===== src/rtl/acc_pkg.sv =====
// Shared types for the accumulator operand feeder slice.
package acc_pkg;

    localparam int unsigned WIDTH = 8;
    localparam int unsigned DEPTH = 4;

    typedef logic signed [WIDTH-1:0] operand_t;

    typedef enum logic {
        RUN = 1'b0,
        CLR = 1'b1
    } feeder_state_e;

endpackage


===== src/rtl/acc_operand_feeder_if.sv =====
// Producer/controller-facing bus of the operand feeder.
interface acc_operand_feeder_if #(
    parameter int unsigned WIDTH = acc_pkg::WIDTH,
    parameter int unsigned DEPTH = acc_pkg::DEPTH
);

    localparam int unsigned LW = $clog2(DEPTH) + 1;

    logic                    i_valid;
    logic signed [WIDTH-1:0] i_data;
    logic                    o_ready;
    logic                    i_hold;
    logic                    i_clr;
    logic signed [WIDTH-1:0] o_a;
    logic                    o_a_vld;
    logic                    o_acc_clr;
    logic [LW-1:0]           o_level;

    modport master (
        output i_valid, i_data, i_hold, i_clr,
        input  o_ready, o_a, o_a_vld, o_acc_clr, o_level
    );

    modport slave (
        input  i_valid, i_data, i_hold, i_clr,
        output o_ready, o_a, o_a_vld, o_acc_clr, o_level
    );

endinterface


===== src/rtl/sync_fifo.sv =====
// Small synchronous FIFO: storage, wrapping pointers and occupancy.
// rdata is the entry at the read pointer; the caller registers it on pop.
module sync_fifo #(
    parameter int unsigned WIDTH = acc_pkg::WIDTH,
    parameter int unsigned DEPTH = acc_pkg::DEPTH
) (
    input  logic                       clk,
    input  logic                       rst,
    input  logic                       clr,
    input  logic                       push,
    input  logic                       pop,
    input  logic [WIDTH-1:0]           wdata,
    output logic [WIDTH-1:0]           rdata,
    output logic [$clog2(DEPTH):0]     level,
    output logic                       full,
    output logic                       empty
);
    import acc_pkg::*;

    localparam int unsigned AW = $clog2(DEPTH);
    localparam int unsigned LW = AW + 1;

    logic [WIDTH-1:0] mem [DEPTH];
    logic [AW-1:0]    wr_ptr;
    logic [AW-1:0]    rd_ptr;
    logic             do_push;
    logic             do_pop;

    assign full    = (level == LW'(DEPTH));
    assign empty   = (level == '0);
    assign do_push = push && !full;
    assign do_pop  = pop && !empty;
    assign rdata   = mem[rd_ptr];

    // Storage carries no reset; validity is tracked by the pointers.
    always_ff @(posedge clk) begin
        if (do_push && !rst && !clr) begin
            mem[wr_ptr] <= wdata;
        end
    end

    always_ff @(posedge clk) begin
        if (rst || clr) begin
            wr_ptr <= '0;
            rd_ptr <= '0;
            level  <= '0;
        end else begin
            if (do_push) wr_ptr <= wr_ptr + AW'(1);
            if (do_pop)  rd_ptr <= rd_ptr + AW'(1);
            case ({do_push, do_pop})
                2'b10:   level <= level + LW'(1);
                2'b01:   level <= level - LW'(1);
                default: level <= level;
            endcase
        end
    end

endmodule


===== src/rtl/acc_operand_feeder.sv =====
// Buffers producer operands and feeds one per cycle to the accumulator,
// with a flush that empties the FIFO and pulses the accumulator clear.
module acc_operand_feeder #(
    parameter int unsigned WIDTH = acc_pkg::WIDTH,
    parameter int unsigned DEPTH = acc_pkg::DEPTH
) (
    input  logic          i_clk,
    input  logic          i_rst,
    acc_operand_feeder_if.slave bus
);
    import acc_pkg::*;

    localparam int unsigned AW = $clog2(DEPTH);

    feeder_state_e    state;
    logic             push;
    logic             pop;
    logic             full;
    logic             empty;
    logic [WIDTH-1:0] rdata;
    logic [AW:0]      level;
    logic [WIDTH-1:0] a_q;
    logic             a_vld_q;

    // Clear dominates both directions of traffic in the same cycle.
    assign push = bus.i_valid && !full && !bus.i_clr;
    assign pop  = !empty && !bus.i_hold && !bus.i_clr;

    sync_fifo #(
        .WIDTH (WIDTH),
        .DEPTH (DEPTH)
    ) u_fifo (
        .clk   (i_clk),
        .rst   (i_rst),
        .clr   (bus.i_clr),
        .push  (push),
        .pop   (pop),
        .wdata (bus.i_data),
        .rdata (rdata),
        .level (level),
        .full  (full),
        .empty (empty)
    );

    always_ff @(posedge i_clk) begin
        if (i_rst) begin
            state   <= RUN;
            a_q     <= '0;
            a_vld_q <= 1'b0;
        end else begin
            case (state)
                RUN: if (bus.i_clr)  state <= CLR;
                CLR: if (!bus.i_clr) state <= RUN;
            endcase

            if (bus.i_clr) begin
                a_q     <= '0;
                a_vld_q <= 1'b0;
            end else if (pop) begin
                a_q     <= rdata;
                a_vld_q <= 1'b1;
            end else begin
                a_vld_q <= 1'b0;
            end
        end
    end

    assign bus.o_ready   = !full;
    assign bus.o_level   = level;
    assign bus.o_a       = a_q;
    assign bus.o_a_vld   = a_vld_q;
    assign bus.o_acc_clr = (state == CLR);

endmodule


===== src/flat_wrapper.sv =====
// flat-port wrapper written by rule: the top's interface ports become plain ports
module acc_operand_feeder_flat import acc_pkg::*;
#(
    parameter int unsigned WIDTH = acc_pkg::WIDTH,
    parameter int unsigned DEPTH = acc_pkg::DEPTH
)
  (i_clk, i_rst, bus_i_valid, bus_i_data, bus_i_hold, bus_i_clr, bus_o_ready, bus_o_a, bus_o_a_vld, bus_o_acc_clr, bus_o_level);
  acc_operand_feeder_if #(.WIDTH(WIDTH), .DEPTH(DEPTH)) bus_i ();
  input  logic i_clk;
  input  logic i_rst;
  input wire logic [$bits(bus_i.i_valid)-1:0] bus_i_valid;
  input wire logic [$bits(bus_i.i_data)-1:0] bus_i_data;
  input wire logic [$bits(bus_i.i_hold)-1:0] bus_i_hold;
  input wire logic [$bits(bus_i.i_clr)-1:0] bus_i_clr;
  output wire logic [$bits(bus_i.o_ready)-1:0] bus_o_ready;
  output wire logic [$bits(bus_i.o_a)-1:0] bus_o_a;
  output wire logic [$bits(bus_i.o_a_vld)-1:0] bus_o_a_vld;
  output wire logic [$bits(bus_i.o_acc_clr)-1:0] bus_o_acc_clr;
  output wire logic [$bits(bus_i.o_level)-1:0] bus_o_level;
  assign bus_i.i_valid = bus_i_valid;
  assign bus_i.i_data = bus_i_data;
  assign bus_i.i_hold = bus_i_hold;
  assign bus_i.i_clr = bus_i_clr;
  assign bus_o_ready = bus_i.o_ready;
  assign bus_o_a = bus_i.o_a;
  assign bus_o_a_vld = bus_i.o_a_vld;
  assign bus_o_acc_clr = bus_i.o_acc_clr;
  assign bus_o_level = bus_i.o_level;
  acc_operand_feeder #(.WIDTH(WIDTH), .DEPTH(DEPTH)) u_core (.i_clk(i_clk), .i_rst(i_rst), .bus(bus_i));
endmodule

===== config.mk =====
export PLATFORM = sky130hd
export DESIGN_NAME = acc_operand_feeder_flat
export DESIGN_NICKNAME = d
export VERILOG_FILES = /design/src/rtl/acc_pkg.sv /design/src/rtl/acc_operand_feeder_if.sv /design/src/rtl/sync_fifo.sv /design/src/rtl/acc_operand_feeder.sv /design/src/flat_wrapper.sv
export SDC_FILE = /design/constraint.sdc
export NUM_CORES = 1
export LEC_CHECK = 0
export ABC_AREA = 1
export CAP_MARGIN = 40
export CORE_UTILIZATION = 35
export DETAILED_ROUTE_END_ITERATION = 16
export PLACE_DENSITY = 0.56
export SLEW_MARGIN = 20
export SYNTH_ARGS = -nofsm -noshare
export SYNTH_HDL_FRONTEND = slang
export SYNTH_SLANG_ARGS = --single-unit
export TNS_END_PERCENT = 30

===== constraint.sdc =====
create_clock -name i_clk -period 2.04 [get_ports i_clk]
set_clock_uncertainty 0.2 [all_clocks]
set_input_delay 0.204 -clock i_clk [delete_from_list [all_inputs] [get_ports i_clk]]
set_output_delay 0.204 -clock i_clk [all_outputs]
set_load 0.02 [all_outputs]

* After elaboration in Yosys (flattened, before gate mapping) *
Memory sizes are Yosys's and may differ from the RTL's. A register that Yosys moved wholly into a read port is not among the register bits.
Index checks and enable logic that the tools add are counted.

storage, ports and cells
  flip-flop bits (word level) = 9
  bits in writable memories = 32
  memories = 1

memories
  name               words  width  rd ports  clocked after Yosys merged registers in  write ports  RTL line         text
  u_core.u_fifo.mem  4      8      1         1                                        1            sync_fifo.sv:23  logic [WIDTH-1:0] mem [DEPTH];

cells by class
  add/sub/neg operators = 4
  eq/ne operators = 3
  multiplexer cells = 5
  reduce and logical (&&, ||, !) cells = 17

operator list
  cell                                               count
  logical AND 1 bit                                  8
  one-hot mux 3 bit (2 select lines)                 1
  logical NOT 1 bit                                  5
  adder 2 x 1 -> 2 bit (second input constant)       2
  two-way mux 1 bit                                  4
  adder 3 x 1 -> 3 bit (second input constant)       1
  == test 3 bit (second input constant)              1
  logical NOT 3 bit                                  1
  subtractor 3 x 1 -> 3 bit (second input constant)  1
  == test 2 x 1 -> 1 bit (second input constant)     1
  == test 2 bit (second input constant)              1
  nonzero test 2 bit                                 1
  OR reduction 2 bit                                 1
  logical OR 1 bit                                   1

* Depth between registers and ports, before layout *
Gate-level depths: netlist of run 1.

  word-level depth = 9
  mapped depth = 14
  mapped depth without buffers = 13

* Cells and area by module *
A second synthesis of run 1 with hierarchy kept.

second synthesis, totals
  cell total of the unflattened synthesis = 209
  area, all modules = 2202.1 um^2

modules (own cells, without submodules)
  module              instances  cells each  area each (um^2)
  sync_fifo           1          147         1701.6
  acc_operand_feeder  1          62          500.5

* Worst setup path after synthesis of run 1 *
Ideal clock, no wire load.

  path type = register to register
  start point = register u_core.u_fifo.level[0]
  end point = register u_core.u_fifo.level[2]
  library setup time = 0.113 ns
  data arrival time = 1.749 ns
  required time = 1.727 ns
  slack = -0.022 ns
  cell stages (with the launch flop) = 13
  clock period less this slack = 2.062 ns
  path through = dfxtp_1 nor2_2 nand2_1 nand3_1 ha_1 inv_1 fa_1 inv_1 nand2_1 nand3_1 nand2_1 nand2_1 nor2_1

between the ends
  cells in the longest elaborated chain, start to end = 7

RTL lines
  element                                                                          RTL line                  text
  start: declaration                                                               sync_fifo.sv:14           output logic [$clog2(DEPTH):0] level,
  start signal: assignment                                                         sync_fifo.sv:51           2'b10: level <= level + LW'(1);
  start signal: assignment                                                         sync_fifo.sv:52           2'b01: level <= level - LW'(1);
  start signal: assignment                                                         sync_fifo.sv:53           default: level <= level;
  == test 3 bit (*)                                                                sync_fifo.sv:29           assign full = (level == LW'(DEPTH));
  logical NOT 1 bit (*)                                                            -
  net bus_o_ready                                                                  flat_wrapper.sv:15        output wire logic [$bits(bus_i.o_ready)-1:0] bus_o_ready;
  logical AND 1 bit (2 in a row)                                                   acc_operand_feeder.sv:26  assign push = bus.i_valid && !full && !bus.i_clr;
  logical AND 1 bit (*)                                                            sync_fifo.sv:31           assign do_push = push && !full;
  == test 2 x 1 -> 1 bit / == test 2 bit (equally long branches)                   sync_fifo.sv:50           case ({do_push, do_pop})
  one-hot mux 3 bit (2 select lines) / nonzero test 2 bit (equally long branches)  -

The timed path passes the listed nets; every way through them passes the cells marked *.
A chain may end at the register's enable or synchronous reset.

* Final worst setup path of run 1 *
  start point = register u_core.u_fifo.level[1]
  end point = register u_core.u_fifo.level[2]

between the ends
  cells in the longest elaborated chain, start to end = 7

RTL lines
  element                                                                          RTL line
  == test 3 bit / logical NOT 3 bit (equally long branches)                        sync_fifo.sv:29, sync_fifo.sv:30
  logical NOT 1 bit (on tied branches)                                             -
  logical AND 1 bit (on tied branches) (2 in a row)                                acc_operand_feeder.sv:26, acc_operand_feeder.sv:27
  logical AND 1 bit (on tied branches)                                             sync_fifo.sv:31, sync_fifo.sv:32
  == test 2 x 1 -> 1 bit / == test 2 bit (equally long branches)                   sync_fifo.sv:50
  one-hot mux 3 bit (2 select lines) / nonzero test 2 bit (equally long branches)  -

Several ways; a longest one is shown, not always the timed one.

==> results by group, run 1 <==
Status
  – Status: complete, no violations

STA
  – WHS: 0.309 ns
  – Final hold vios: 0
  – Final Max Tran Viols: 0
  – Period utilization: 93.1%
  – Rel. slew slack: 83.6%
  – Final setup fails: 0
  – Tightest Pin Transition: 0.245 ns
  – FMAX: 0.526 GHz
  – Tmin final: 1.90 ns

Setup path
  – Critical Path Start: u_core.u_fifo.level[1]$_SDFFE_PP0P_
  – Critical path arrival: 1.90 ns
  – Reg2reg start: u_core.u_fifo.level[1]$_SDFFE_PP0P_
  – Largest fanout on the critical path: 5
  – Startpoint Class: flop
  – Critical Path RT: 2.04 ns
  – R2r setup slk: 0.14 ns
  – Setup Crit Path Kind: flop to flop
  – Crit path to: u_core.u_fifo.level[2]$_SDFFE_PP0P_
  – Reg2reg end: u_core.u_fifo.level[2]$_SDFFE_PP0P_
  – Setup crit end kind: flop
  – R2R depth: 12

Clock network
  – Htree depth: 2
  – Postcts setup bufs: 0
  – TritonCTS Buffers: 5
  – CTS tree: done
  – Clk sinks: 49
  – Clk root buf: clkbuf_8
  – Cts repair resizes: 0
  – CTS Hold Bufs: 0
  – Clk slew on worst S/H paths: 0.09 ns
  – Maximum clock path buffer count: 2
  – Latest clock arrival within the worst-skew pair: 0.30 ns

Layout
  – Final #Nets: 308
  – # diodes: 0
  – Design Area, Final: 2740 um2
  – Share of cells above drive strength 1: 18.3%
  – Area delta synth->final: 20.8%

Floorplanning
  – Die Y: 82.6 um
  – Core area: 6100 um2
  – Initial Utilization: 37.3%
  – Die area: 6810 um2
  – Die W: 82.6 um
  – # IOs: 27
  – Row count: 28

GRT
  – First-pass GRT wire length: 7.19 mm
  – Congestion Overflow GR: 0
  – GRT Total Usage: 14.5%
  – Antenna violations before repair: 0
  – Vias in the first global route: 1521
  – Largest net degree at the start of global routing: 21

Routing
  – 1st-iter DRT viols: 41
  – Residual DRC count: 0
  – WL final: 4.18 mm
  – DR vias/cell: 4.28
  – ANT nets after route: 0
  – WL per Instance: 11.5 um
  – DRT Pass-1 Iters: 4
  – DR vias: 1563

Yosys
  – Mux share of post-synthesis cell area: 0%
  – Synthesized area: 2270 um2
  – Cells after Synth: 251
  – Synth Area in Adders: 3.64%
  – Largest family of logic cells by synthesized area: simple AND/OR/NAND/NOR gates
  – Synth Register Bits: 49
  – Synth Area in Simple Gates: 24.2%
  – Unique masters post-synth: 20
  – Syn_nets: 270
  – Avg Cell Area, Syn: 9.05 um2
  – Synth Area in Compound Gates: 1.49%
  – Seq/Total Area, Yosys: 57.3%
  – Yosys warnings: 0
  – XOR/XNOR share of the synthesized area: 0%

Pwr
  – Peak VDD IR: 0.381 mV
  – Total power: 1.78 mW
  – Static leakage: 1.23 nW
  – Pwr/cell area: 648 nW/um2

Place
  – Post-DP HPWL: 2.76 mm
  – Gpl congestion: 0.774
  – Area post-placement: 2640 um2
  – I/O Buffers: 26

Flow run
  – Max_cap viols: 0

Min path
  – Worst Hold Depth: 2
  – Worst hold-check path type: flop to flop
## layer usage
metal  part of all wire, %  GRT usage [%]  vias to the layer above
met3                   3.1           3.30                        2
met1                    48           17.8                      710
met5                     0              0                        -
met2                    48           25.0                       21
met4                  0.81           4.66                        0
li1                      -              -                      830
## cells in the final DEF, fill, tap and decap left out
master,synthesis,layout
a21oi_1,3,3
a21oi_2,1,1
buf_4,1,12
clkbuf_8,0,5
clkdlybuf4s50_1,0,26
clkinv_2,0,1
clkinv_4,0,2
dfxtp_1,17,15
dfxtp_2,0,2
edfxtp_1,32,32
fa_2,0,1
ha_1,5,4
ha_2,0,1
inv_1,52,52
inv_2,5,5
inv_8,1,1
nand2_1,63,62
nand2_2,11,12
nand3_1,20,20
nand3_2,1,1
nor2_1,21,21
nor2_2,9,8
nor2_4,0,1
o21ai_1,2,2
## state kept, by name (all words and copies together) (netlist names)
name and flops:
u_core.bus.o_a 8, u_core.u_fifo.level 3, u_core.u_fifo.rd_ptr 2, u_core.u_fifo.mem 32
u_core.u_fifo.wr_ptr 2, u_core.bus.o_acc_clr 1, u_core.bus.o_a_vld 1
## through the flow
stage	TNS, ns	cells	setup slack, ns	util [%]
finish	0	365	0.140	45.0
global route	-0.00293	365	-0.00293	45.0
CTS	0	365	0.0772	44.8
detailed placement	-0.125	357	-0.125	43.3
global placement	-0.0614	357	-0.0614	43.3
floorplan	0	251	0.0106	-
## cell type report
class                           instances  area (um2)
Fill cell                             620        3350
Sequential cell                        49        1300
Multi-Input combinational cell        137         679
Timing Repair Buffer                   38         350
Inverter                               58         225
Tap cell                               75        93.8
Clock buffer                            5        68.8
Clock inverter                          3        22.5
## worst min path at each step
stage                                         start                                   end  slack [ns]
2_1_floorplan                                 i_rst       u_core.bus.o_acc_clr$_SDFF_PP0_        0.08
3_3_place_gp   u_core.u_fifo.wr_ptr[0]$_SDFFE_PP0P_  u_core.u_fifo.wr_ptr[0]$_SDFFE_PP0P_        0.30
3_5_place_dp   u_core.u_fifo.wr_ptr[0]$_SDFFE_PP0P_  u_core.u_fifo.wr_ptr[0]$_SDFFE_PP0P_        0.30
4_1_cts                                       i_rst         u_core.bus.o_a_vld$_SDFF_PP0_        0.31
5_1_grt                                       i_rst         u_core.bus.o_a_vld$_SDFF_PP0_        0.31
6_report       u_core.u_fifo.wr_ptr[0]$_SDFFE_PP0P_  u_core.u_fifo.wr_ptr[0]$_SDFFE_PP0P_        0.31
## cells by family after synthesis
family / Yosys count
fa+ha+maj: 6
compound gates: 6
flops: 49
buf+inv: 65
simple gates: 125
## worst max-delay path: stages, from the launching register on
cell     delay (ns)
dfxtp_2        0.36
nor2_4         0.13
nand2_2        0.09
nand3_1        0.11
ha_2           0.19
inv_1          0.06
fa_2           0.34
inv_1          0.06
nand2_1        0.04
nand3_1        0.08
nand2_1        0.05
nand2_1        0.05
nor2_1         0.03
## cells in the mapped netlist
cell      instances  area, um2
nand2_1          63        236
inv_1            52        195
edfxtp_1         32        961
nor2_1           21       78.8
nand3_1          20        100
dfxtp_1          17        340
nand2_2          11       68.8
nor2_2            9       56.3
ha_1              5       62.6
inv_2             5       18.8
buf_6             4       45.0
a21oi_1           3       15.0
o21ai_1           2       10.0
a21oi_2           1       8.76
buf_12            1       20.0
buf_2             1       5.00
buf_4             1       7.51
fa_1              1       20.0
inv_8             1       11.3
nand3_2           1       10.0
## power breakdown
group | switching, mW | total (mW) | leakage (nW) | internal [mW]
combinational | 0.0694 | 0.129 | 0.752 | 0.0600
sequential | 0.00673 | 1.08 | 0.428 | 1.07
clock | 0.330 | 0.573 | 0.0481 | 0.244
total | 0.406 | 1.78 | 1.23 | 1.37
No activity file was read; power rests on OpenSTA's default activity.
==> inputs of run 2 (changes only) <==
--- a/config.mk
+++ b/config.mk
@@ -9,6 +9,7 @@
 export CAP_MARGIN = 40
 export CORE_UTILIZATION = 35
 export DETAILED_ROUTE_END_ITERATION = 16
+export MAX_ROUTING_LAYER = met4
 export PLACE_DENSITY = 0.56
 export SLEW_MARGIN = 20
 export SYNTH_ARGS = -nofsm -noshare
==> run 2 against run 1 <==
Net effect: global-route usage up 0.39 points; maximum frequency did not move; sequential cell count unchanged; clock-buffer cell count did not move; sequential share of layout area did not move; utilization is the same; critical endpoint unchanged.
==> results by group, run 2 (synthesis gave the netlist of run 1 again) <==
Status
  – Status: complete, no violations

Clock network
  – Clk slew on worst S/H paths: 0.09 ns
  – Latest clock arrival within the worst-skew pair: 0.30 ns
  – TritonCTS Buffers: 5
  – Clk root buf: clkbuf_8
  – CTS Hold Bufs: 0
  – Htree depth: 2
  – Postcts setup bufs: 0
  – CTS tree: done
  – Maximum clock path buffer count: 2
  – Cts repair resizes: 0
  – Clk sinks: 49

GRT
  – Largest net degree at the start of global routing: 21
  – Congestion Overflow GR: 0
  – Antenna violations before repair: 0
  – First-pass GRT wire length: 7.18 mm
  – Vias in the first global route: 1518
  – GRT Total Usage: 14.9%

STA
  – Period utilization: 93.1%
  – Final hold vios: 0
  – Final WS setup: 0.140 ns
  – Rel. slew slack: 83.6%
  – Final setup fails: 0
  – Final Max Tran Viols: 0
  – FMAX: 0.526 GHz
  – Tightest Pin Transition: 0.246 ns
  – Fin Setup TNS: 0 ns
  – Tmin final: 1.90 ns

Setup path
  – Critical path arrival: 1.90 ns
  – CP max stage delay: 0.36 ns
  – Critical path buffers and inverters: 2
  – Startpoint Class: flop
  – Largest fanout on the critical path: 5
  – Most used cell, CP: nand2_1
  – Setup crit end kind: flop
  – Crit path max-delay cell type: dfxtp_2
  – Crit-path cells: nor2_4 > nand2_2 > nand3_1 > ha_2 > inv_1 > fa_2 > inv_1 > nand2_1 > nand3_1 > nand2_1 > nand2_1 > nor2_1
  – Setup Crit Path Kind: flop to flop
  – Critical Path RT: 2.04 ns
  – CP top delay family: simple AND/OR/NAND/NOR gates

Routing
  – DR vias/cell: 4.28
  – Residual DRC count: 0
  – DRT Pass-1 Iters: 4
  – WL final: 4.18 mm
  – 1st-iter DRT viols: 42
  – DR vias: 1564
  – ANT nets after route: 0
  – WL per Instance: 11.5 um

Floorplanning
  – Die W: 82.6 um
  – # IOs: 27
  – Die Y: 82.6 um
  – Die area: 6810 um2
  – Core area: 6100 um2
  – Row count: 28
  – Initial Utilization: 37.3%

Place
  – Gpl congestion: 0.785
  – Setup WS pre-CTS: -0.125 ns
  – I/O Buffers: 26
  – Post-DP HPWL: 2.76 mm

Layout
  – Share of cells above drive strength 1: 18.3%
  – Layout filler cell count: 620
  – Largest register FFs: 32
  – # diodes: 0
  – Final #Nets: 308
  – Area delta synth->final: 20.8%
  – Most frequent cells in the layout: nand2_1 (62), inv_1 (52), edfxtp_1 (32)
  – Most flop-heavy register: u_core.u_fifo.mem
  – Commonest non-fill, non-tap cell in the layout: nand2_1

Pwr
  – Reg power frac: 60.5%
  – Clock power share: 32.2%
  – Cell internal pwr: 1.37 mW
  – Sw frac: 22.8%
  – Static leakage: 1.23 nW
  – Psw: 0.405 mW
  – Peak VDD IR: 0.381 mV
  – Pwr/cell area: 648 nW/um2
  – Comb pwr share: 7.3%

Flow run
  – Max_cap viols: 0

Min path
  – Worst hold-check path type: flop to flop
[run 2: cell counts in the layout (fill, tap and decap cells not counted)]
No cell type changed its count.
[run 2: cell type report]
type / instances / area (um2) / area share (%)
repair buffers: 38 / 350 / 12.8
flip-flops and latches: 49 / 1300 / 47.5
inverters: 58 / 225 / 8.21
well taps: 75 / 93.8 / 3.42
multi-input cells: 137 / 679 / 24.8
clock inverters: 3 / 22.5 / 0.821
clock buffers: 5 / 68.8 / 2.51
[run 2: final timing paths]
| path | startpoint | to | slack, ns | depth (start not counted) |
|---|---|---|---|---|
| setup / recovery | u_core.u_fifo.level[1]$_SDFFE_PP0P_ | u_core.u_fifo.level[2]$_SDFFE_PP0P_ | 0.14 | 12 |
| hold / removal | u_core.u_fifo.wr_ptr[0]$_SDFFE_PP0P_ | u_core.u_fifo.wr_ptr[0]$_SDFFE_PP0P_ | 0.31 | 2 |
| setup reg to reg | u_core.u_fifo.level[1]$_SDFFE_PP0P_ | u_core.u_fifo.level[2]$_SDFFE_PP0P_ | 0.14 | 12 |
| hold reg to reg | u_core.u_fifo.wr_ptr[0]$_SDFFE_PP0P_ | u_core.u_fifo.wr_ptr[0]$_SDFFE_PP0P_ | 0.31 | 2 |
[run 2: worst min-delay path: stages (launching register included)]
cell     delay (ns)
dfxtp_1        0.34
nand2_1        0.07
a21oi_1        0.05
[run 2: per-layer routing]
metal / track usage, % / wire [um] / up-vias
li1: - / - / 830
met1: 17.8 / 1990 / 711
met3: 3.30 / 128 / 2
met5: - / 0 / -
met2: 25.0 / 2030 / 21
met4: 4.66 / 34 / 0
[run 2: power groups by stage]
stage          clock [mW]  sequential (mW)  combinational [mW]
3_5_place_dp            0             1.10               0.130
5_1_grt             0.653             1.08               0.148
6_report            0.572             1.08               0.129
4_1_cts             0.596             1.08               0.131
2_1_floorplan           0             1.10              0.0621
3_3_place_gp            0             1.10               0.129
[run 2: metrics by stage]
step	util [%]	hold WS (ns)	instances	total power, mW	instance area (um2)
5_1_grt	45.0	0.307	365	1.88	2740
2_1_floorplan	-	0.0759	251	1.17	2270
4_1_cts	44.8	0.306	365	1.80	2730
3_3_place_gp	43.3	0.301	357	1.23	2640
3_5_place_dp	43.3	0.299	357	1.23	2640
6_report	45.0	0.309	365	1.78	2740
==> inputs of run 3 (changes only) <==
==> constraint.sdc (replaced) <==
create_clock -name i_clk -period 1.8 [get_ports i_clk]
set_clock_uncertainty 0.2 [all_clocks]
set_input_delay 0.18 -clock i_clk [delete_from_list [all_inputs] [get_ports i_clk]]
set_output_delay 0.18 -clock i_clk [all_outputs]
set_load 0.02 [all_outputs]
==> run 3 against run 2 <==
Net effect: setup slack got worse by 0.13 ns; critical path depth unchanged; maximum frequency increased by 6.1%; total power increased by 13%; critical path type unchanged; largest cell class unchanged; sequential cell count unchanged.
==> results by group, run 3 (synthesis gave the netlist of run 1 again) <==
Layout
  – Layout Cells excl Fill: 376
  – Most frequent cells in the layout: nand2_1 (61), inv_1 (50), edfxtp_1 (32)
  – Most flop-heavy register: u_core.u_fifo.mem
  – Commonest non-fill, non-tap cell in the layout: nand2_1
  – Share of cells above drive strength 1: 22.9%
  – Final #Nets: 319
  – Design Area, Final: 2870 um2
  – Largest register FFs: 32
  – Layout filler cell count: 595
  – # diodes: 0
  – Area delta synth->final: 26.5%

Pwr
  – Reg power frac: 60.3%
  – Static leakage: 1.31 nW
  – Psw: 0.455 mW
  – Comb pwr share: 8.2%
  – Sw frac: 22.5%
  – Total power: 2.02 mW
  – Peak VDD IR: 0.396 mV
  – Clock power share: 31.5%
  – Pwr/cell area: 702 nW/um2
  – Cell internal pwr: 1.56 mW

STA
  – Final setup fails: 0
  – Tmin final: 1.79 ns
  – Rel. slew slack: 84.3%
  – Tightest Pin Transition: 0.236 ns
  – Final hold vios: 0
  – Final Max Tran Viols: 0
  – Period utilization: 99.5%
  – FMAX: 0.558 GHz
  – Unrepaired setup endpoints after global routing: true

Floorplanning
  – Die Y: 82.6 um
  – # IOs: 27
  – Row count: 28
  – Initial Utilization: 37.3%
  – Die W: 82.6 um
  – Die area: 6810 um2
  – Core area: 6100 um2

Setup path
  – Startpoint Class: flop
  – CP max stage delay: 0.36 ns
  – Setup crit end kind: flop
  – Largest fanout on the critical path: 2
  – Most used cell, CP: nand2_1
  – Critical Path RT: 1.81 ns
  – Crit-path cells: nor2_4 > nand2_4 > nand3_4 > ha_4 > inv_4 > fa_2 > inv_1 > nand2_1 > nand3_2 > nand2_1 > nand2_1 > nor2_1
  – Crit path max-delay cell type: dfxtp_4
  – Critical path buffers and inverters: 2
  – Critical path arrival: 1.80 ns
  – CP top delay family: simple AND/OR/NAND/NOR gates
  – Setup Crit Path Kind: flop to flop

Clock network
  – Clk root buf: clkbuf_8
  – CTS Hold Bufs: 0
  – TritonCTS Buffers: 5
  – CTS tree: done
  – Clk sinks: 49
  – Maximum clock path buffer count: 2
  – Clk slew on worst S/H paths: 0.09 ns
  – Htree depth: 2
  – Latest clock arrival within the worst-skew pair: 0.31 ns

GRT
  – First-pass GRT wire length: 6.76 mm
  – Vias in the first global route: 1396
  – Antenna violations before repair: 0
  – GRT Total Usage: 14.4%
  – Congestion Overflow GR: 0
  – Largest net degree at the start of global routing: 21

Routing
  – DRT Pass-1 Iters: 4
  – Residual DRC count: 0
  – WL final: 4.09 mm
  – 1st-iter DRT viols: 34
  – ANT nets after route: 0
  – WL per Instance: 10.9 um
  – DR vias: 1577
  – DR vias/cell: 4.19

Flow run
  – Max_cap viols: 0

Place
  – Area post-placement: 2740 um2
  – Gpl congestion: 0.785
  – DP Cell Count: 366
  – I/O Buffers: 26
  – Post-DP HPWL: 2.95 mm

Status
  – Status: complete, no violations

Min path
  – Worst hold-check path type: input pin to flop
[run 3: area by class of cell]
| type | count | area [um2] | area share [%] |
|---|---|---|---|
| sequential | 49 | 1310 | 45.7 |
| multi-input combinational | 137 | 714 | 24.9 |
| clock buffer | 6 | 72.6 | 2.53 |
| tap | 75 | 93.8 | 3.27 |
| timing repair buffer | 49 | 437 | 15.2 |
| inverter | 58 | 228 | 7.93 |
| clock inverter | 2 | 15.0 | 0.523 |
[run 3: worst paths after layout]
path                                             start                                    to  slack [ns]  cells past startpoint
hold / removal                           bus_i_data[5]     u_core.u_fifo.mem[3][5]$_DFFE_PP_        0.30                      1
setup reg to reg   u_core.u_fifo.level[0]$_SDFFE_PP0P_   u_core.u_fifo.level[2]$_SDFFE_PP0P_       0.008                     12
setup / recovery   u_core.u_fifo.level[0]$_SDFFE_PP0P_   u_core.u_fifo.level[2]$_SDFFE_PP0P_       0.008                     12
hold reg to reg   u_core.u_fifo.wr_ptr[0]$_SDFFE_PP0P_  u_core.u_fifo.wr_ptr[0]$_SDFFE_PP0P_        0.32                      2
[run 3: power by group through the flow]
stage	Combinational [mW]	Sequential (mW)	Clock, mW
finish	0.165	1.22	0.637
global route	0.185	1.22	0.722
CTS	0.162	1.22	0.667
detailed placement	0.160	1.24	0
global placement	0.159	1.24	0
floorplan	0.0743	1.25	0
[run 3: stage by stage]
| stage | setup TNS (ns) | worst slack (ns) | hold WS (ns) | utilization, % |
|---|---|---|---|---|
| 5_1_grt | -0.0890 | -0.0890 | 0.298 | 47.1 |
| 3_5_place_dp | -3.30 | -0.287 | 0.304 | 45.0 |
| 3_3_place_gp | -3.40 | -0.237 | 0.297 | 45.0 |
| 4_1_cts | -0.0257 | -0.0257 | 0.297 | 46.5 |
| 6_report | 0 | 0.00841 | 0.304 | 47.1 |
| 2_1_floorplan | -0.106 | -0.0702 | 0.0519 | - |
[run 3: what timing repair did]
action / 4_1_cts / 5_1_grt
setup buffers: 0 / 2
endpoints found under the setup margin: 2 / 4
hold endpoints to repair: 0 / 0
gates resized for setup: 2 / 6
pin swaps: 0 / 9
[run 3: layer usage]
layer  vias to the layer above  GRT usage [%]  share of wire (%)
met5                         -              -                  0
li1                        856              -                  -
met2                        30           21.0                 46
met4                         0           5.69                1.6
met1                       685           18.5                 48
met3                         6           4.62                3.9
